==> src/rtl/inst_buffer.sv <==
// Instruction buffer between fetch and dispatch: a DEPTH-entry circular queue
// that accepts up to three packets per cycle and presents the oldest three.
package inst_buffer_pkg;

    typedef struct packed {
        logic        valid;
        logic [31:0] inst;
        logic [31:0] pc;
        logic [31:0] npc;
        logic        predict_direction;
        logic [31:0] predict_pc;
    } if_id_packet_t;

endpackage

module inst_buffer
    import inst_buffer_pkg::*;
#(
    parameter int DEPTH = 8
) (
    input  logic                         clock,
    input  logic                         reset,
    input  logic                         squash,
    input  if_id_packet_t [2:0]          if_packet_in,
    input  logic [1:0]                   dis_num,
    output if_id_packet_t [2:0]          dis_packet_out,
    output logic [1:0]                   ib_space,
    output logic [$clog2(DEPTH):0]       ib_count,
    output logic                         ib_empty
);

    localparam int PW = $clog2(DEPTH);
    localparam int CW = PW + 1;

    logic [PW-1:0]  head_q, head_d;
    logic [PW-1:0]  tail_q, tail_d;
    logic [CW-1:0]  count_q, count_d;
    if_id_packet_t  mem_q [DEPTH];

    logic [1:0]     push_req;
    logic [1:0]     accepted;
    logic [1:0]     pops;
    logic [CW-1:0]  free_slots;

    // Valid slots only count while contiguous from the oldest slot (2).
    always_comb begin
        push_req = 2'd0;
        if (if_packet_in[2].valid) begin
            push_req = 2'd1;
            if (if_packet_in[1].valid) begin
                push_req = 2'd2;
                if (if_packet_in[0].valid) push_req = 2'd3;
            end
        end
    end

    assign free_slots = CW'(DEPTH) - count_q;
    assign ib_space   = (free_slots >= CW'(3)) ? 2'd3 : free_slots[1:0];
    assign ib_count   = count_q;
    assign ib_empty   = (count_q == '0);

    // Space comes from the registered count only, so a same-cycle pop never frees room.
    assign accepted = (push_req > ib_space) ? ib_space : push_req;
    assign pops     = (CW'(dis_num) > count_q) ? count_q[1:0] : dis_num;

    always_comb begin
        // NOTE: every always_comb output gets a default first so no path infers a latch.
        head_d  = head_q + PW'(pops);
        tail_d  = tail_q + PW'(accepted);
        count_d = count_q + CW'(accepted) - CW'(pops);
        if (squash) begin
            head_d  = '0;
            tail_d  = '0;
            count_d = '0;
        end
    end

    always_ff @(posedge clock or negedge reset) begin
        // NOTE: sequential state uses non-blocking assignments so all registers update together.
        if (!reset) begin
            head_q  <= '0;
            tail_q  <= '0;
            count_q <= '0;
        end else begin
            head_q  <= head_d;
            tail_q  <= tail_d;
            count_q <= count_d;
        end
    end

    // NOTE: entry storage has no reset; count alone decides which entries are visible.
    always_ff @(posedge clock) begin
        if (!squash) begin
            for (int k = 0; k < 3; k++) begin
                if (2'(k) < accepted) mem_q[tail_q + PW'(k)] <= if_packet_in[2-k];
            end
        end
    end

    always_comb begin
        for (int k = 0; k < 3; k++) begin
            dis_packet_out[2-k] = '0;
            if (CW'(k) < count_q) begin
                dis_packet_out[2-k]       = mem_q[head_q + PW'(k)];
                dis_packet_out[2-k].valid = 1'b1;
            end
        end
    end

endmodule

==> config.mk <==
export PLATFORM = sky130hd
export DESIGN_NAME = inst_buffer
export DESIGN_NICKNAME = d
export VERILOG_FILES = /design/src/rtl/inst_buffer.sv
export SDC_FILE = /design/constraint.sdc
export NUM_CORES = 2
export LEC_CHECK = 0
export CAP_MARGIN = 20
export CORE_UTILIZATION = 50
export CTS_BUF_LIST = sky130_fd_sc_hd__clkbuf_4 sky130_fd_sc_hd__clkbuf_8
export CTS_CLUSTER_DIAMETER = 80
export DETAILED_ROUTE_END_ITERATION = 10
export GPL_TIMING_DRIVEN = 1
export MAX_ROUTING_LAYER = met4
export PLACE_DENSITY = 0.72
export SLEW_MARGIN = 20
export SYNTH_ARGS = -nofsm -noshare
export SYNTH_HDL_FRONTEND = slang
export SYNTH_SLANG_ARGS = --single-unit
==> constraint.sdc <==
create_clock -name clock -period 51.5 [get_ports clock]
set_input_delay 15.45 -clock clock [delete_from_list [all_inputs] [get_ports clock]]
set_output_delay 15.45 -clock clock [all_outputs]
set_load 0.02 [all_outputs]
Word level (Yosys, flattened, before mapping):

Memory sizes are Yosys's and may differ from the RTL's.
Index checks and enable logic that the tools add are counted.

* add/subtract/negate cells: 9
* multiply operators: 0
* divide/modulo/power cells: 0
* order comparisons: 9
* eq/ne operators: 0
* shifts and indexed selects: 0
* multiplexer cells: 21
* bitwise operators: 0
* reduce and logical (&&, ||, !) cells: 1

Operator list (number)
* 130-bit two-way mux: 3
* 1-bit two-way mux: 10
* 2-bit two-way mux: 5
* 1-bit by 4-bit < comparator with 1-bit output (first input constant): 2
* 3-bit by 1-bit adder with 3-bit output (second input constant): 2
* 3-bit by 2-bit adder with 3-bit output: 2
* 3-bit by 2-bit adder with 3-bit output (second input constant): 2
* 3-bit two-way mux: 2
* 4-bit by 2-bit adder with 4-bit output: 1
* 4-bit by 2-bit greater-or-equal comparator with 1-bit output (second input constant): 1
* 2-bit by 4-bit > comparator with 1-bit output: 1
* 4-bit zero test: 1
* 1-bit by 2-bit < comparator with 1-bit output (first input constant): 2
* 2-bit by 4-bit < comparator with 1-bit output (first input constant): 1
* 4-bit two-way mux: 1
* 4-bit by 2-bit subtractor with 4-bit output: 1
* 4-bit subtractor (first input constant): 1
* 2-bit > comparator: 1
* 2-bit < comparator (first input constant): 1

* flip-flop bits (word level): 10
* bits in latches: 0
* memory bits (writable): 1040
* bits in read-only memories: 0
* input port bits: 395
* output and inout bits: 397
* memories kept: 1

Memories
* mem_q: depth 8, bits a word 130, read ports 3, clocked after Yosys merged registers in 0, write ports 3, RTL line 38 `if_id_packet_t mem_q [DEPTH];`

Depth between registers and ports, before layout:

* word-level depth: 9
* depth in mapped cells: 17
* depth with buffers taken out: 16

Worst setup path before layout:

OpenSTA, ideal clock, no wires.

* kind: input-to-reg
* from: in if_packet_in[259] (netlist bit)
* to: mem mem_q[4][0] (netlist bit) (enable)
* setup time: 1.057 ns
* data arrival time: 31.547 ns
* data required time: 50.443 ns
* slack: 18.896 ns
* stages: 8
* buffers on the path: 1
* path through: and2_1 -> ha_1 -> nand2b_1 -> and2_1 -> a31oi_4 -> buf_4 -> o311ai_0 -> o311ai_0

RTL lines
* start, declared: RTL line 24 `input if_id_packet_t [2:0] if_packet_in,`
* end, declared: RTL line 38

==> results.toml <==
[routing]
first_pass_iters = 6
drtIter0Drc = 6700
drc = 0
wirelength_um = 283600
antenna_left = 0
via_count = 56770
wire_per_inst_um = 33.99
avgViaCountPerCell = 6.804

[yosys]
seq_area_frac_synth = 0.4053
yosysTopAreaCell = "edfxtp_1"
synth_cell_types = 45
synth_area_sq_mm = 0.07708
synth_seq_cells = 1042
synth_nets = 5901
yosys_warnings = 0
ys_top_cells_by_area = "edfxtp_1 40%, mux2_2 29%, mux4_2 17%, mux2i_1 3.2%, nand2_1 2.6%"
synth_edf_count = 1032
dominantRegCellSynth = "edfxtp_1"
synth_cells = 5486
yosysTopAreaCellShare = 0.4021
synthArstFlopShare = 0.009597
syn_area_per_cell_sq_um = 14.05

[finish]
num-fill-cells = 12080
layout-drive-gt1-share = 0.4867
final_cell_mix = "2019 x mux2_2, 1032 x edfxtp_1, 791 x clkdlybuf4s50_1"
stdcell_area_sq_mm = 0.09050
syn_to_final_growth_pct = 17.42
final_common_cell = "mux2_2"
final_nets = 6508

[sta]
min_period_ps = 21320
final_max_slew_viol_count = 0
final.period_utilization = 0.4141
whs_ps = 782.6
relSlewSlack = 0.1935
rsz0062_at_grt = "false"
finClkSkew_ps = 60.93
fmax_mhz = 46.90
setup_tns_ps = 0
hold_violations = 0
finalSetupViolations = 0
tightest_slew_ps = 1210

[global_routing]
grt_first_pass_wirelength_um = 403900
grtUsageTotal = 0.3657
antenna_found_initial = 77
grt-ovfl-total = 0
grt_pass1_vias = 56890
grt_max_degree = 162

[power]
powerDensity_mw_per_mm2 = 55.61
p_leak_nw = 30.21
peakVddDrop_mv = 0.06265

[floorplanning]
start_util = 0.5056
die_h_um = 394.6
die_x_um = 394.6
rows = 143
design.core.area_sq_mm = 0.1524
die_area_sq_mm = 0.1557
io_pins = 792

[run]
cap_violations = 0

[worst_setup_path]
crit_path_end_kind = "output port"
critPathMaxFanout = 158
worstPathArrival_ps = 5870
cpPeakStageDelay_ps = 1020
cp_cell_sequence = "buf_12, buf_16, buf_12, mux2i_1, mux4_2, nor2_1, clkdlybuf4s50_1"
start_kind = "flip-flop"
cpMostUsedCell = "buf_12"
critPathKind = "flip-flop to output port"
slowest_stage = "dfrtp_4"
cp.required_ps = 36050

[clocking]
cts_tree = "yes"
post_cts_resized = 0
postCtsHoldBufs = 0
cts_num_sinks = 1042
clkTransAtPathRegs_ps = 50
clockBufferDepth = 3
root_buffer = "clkbuf_8"
numCtsBuffers = 197
htreeDepth = 4
insertion_delay_ps = 920
cts_setup_buffers = 0

[worst_hold_path]
hold_class = "flip-flop to flip-flop"

[placed_design]
dpl.hpwl_um = 159000
routabilityCongestion = 0.8598
postPlaceCellArea_sq_mm = 0.08652
portBuffers = 791

[run_status]
outcome = "finished clean"
==> power breakdown <==
part	total, mW	switching, mW	internal (mW)
sequential	1.16	0.0814	1.08
combinational	3.07	1.72	1.35
clock	0.805	0.379	0.426
==> Yosys cell counts, types with 2 or more instances <==
master	number
mux2_2	2019
edfxtp_1	1032
mux4_2	583
nand2_1	542
a21oi_1	268
mux2i_1	249
clkbuf_1	239
nor2_1	142
buf_2	118
buf_1	88
mux2_1	45
buf_4	32
ha_1	17
inv_1	15
buf_6	12
nor2b_1	12
dfrtp_1	10
o211ai_1	7
xnor2_1	7
and2_1	5
o221ai_1	4
or3_1	4
xor2_1	4
fa_1	3
nand3_1	3
o21ai_0	3
o311ai_0	3
nand2b_1	2
o21ai_1	2
==> worst paths after layout <==
check                      slack [ps]  cells after the start   startpoint                 to
max                             30180                      7    head_q[0]  dis_packet_out[8]
min                               780                      2    tail_q[2]          tail_q[2]
max reg2reg                     44780                     14  ib_count[1]       mem_q[5][87]
min reg2reg                       780                      2    tail_q[2]          tail_q[2]
max in group asynchronous       36210                      1        reset          head_q[2]
min in group asynchronous       14870                      1        reset        ib_count[1]
==> registers in the layout, indices dropped and copies added (netlist names) <==
name	cells
mem_q	1032
ib_count	4
head_q	3
tail_q	3
==> worst max-delay path, delay by kind of cell (launching register included) <==
kind,cells,cell delay [ps]
buffers and inverters,4,2350
flip-flops,1,1020
multiplexers,2,770
AND/OR/NAND/NOR,1,390
==> layer usage <==
metal,global-route usage,up-vias,routed length [um]
met5,-,-,0
met4,0.1507,0,11890
met3,0.08357,679,32120
met2,0.5558,3786,131500
met1,0.4724,29190,108100
li1,-,23110,-
==> cells by family (layout without fill, tap and decap cells) <==
kind of cell,after synthesis,after routing,synth area share
muxes,2896,2896,0.5042
DFF,1042,1042,0.4053
and+or+nand+nor,716,716,0.03594
buffers and inverters,505,1251,0.02924
AOI/OAI and AO/OA,296,296,0.02049
adders and majority gates,20,20,0.003539
xor gates and xnor gates,11,11,0.001250
other,0,81,0
==> layout make-up <==
type	instances	area (sq um)	share of cell area
clock buffer	268	3263	0.03605
sequential	1042	31250	0.3453
multi-input combinational	3939	43800	0.4839
inverter	16	72.57	0.0008018
tap	2030	2540	0.02806
clock inverter	70	440.4	0.004866
timing repair buffer	897	8936	0.09874
antenna	81	202.7	0.002240
==> metrics by stage <==
step	instances	setup WS (ps)	util	power, mW
finish	8343	30180	0.5937	5.033
floorplan	5486	18900	-	3.017
global route	8336	29910	0.5936	5.198
global placement	7920	30590	0.5674	4.170
detailed placement	7921	30540	0.5675	4.199
CTS	8259	30340	0.5918	5.007
Note: power is estimated with default switching activity, not from simulation.
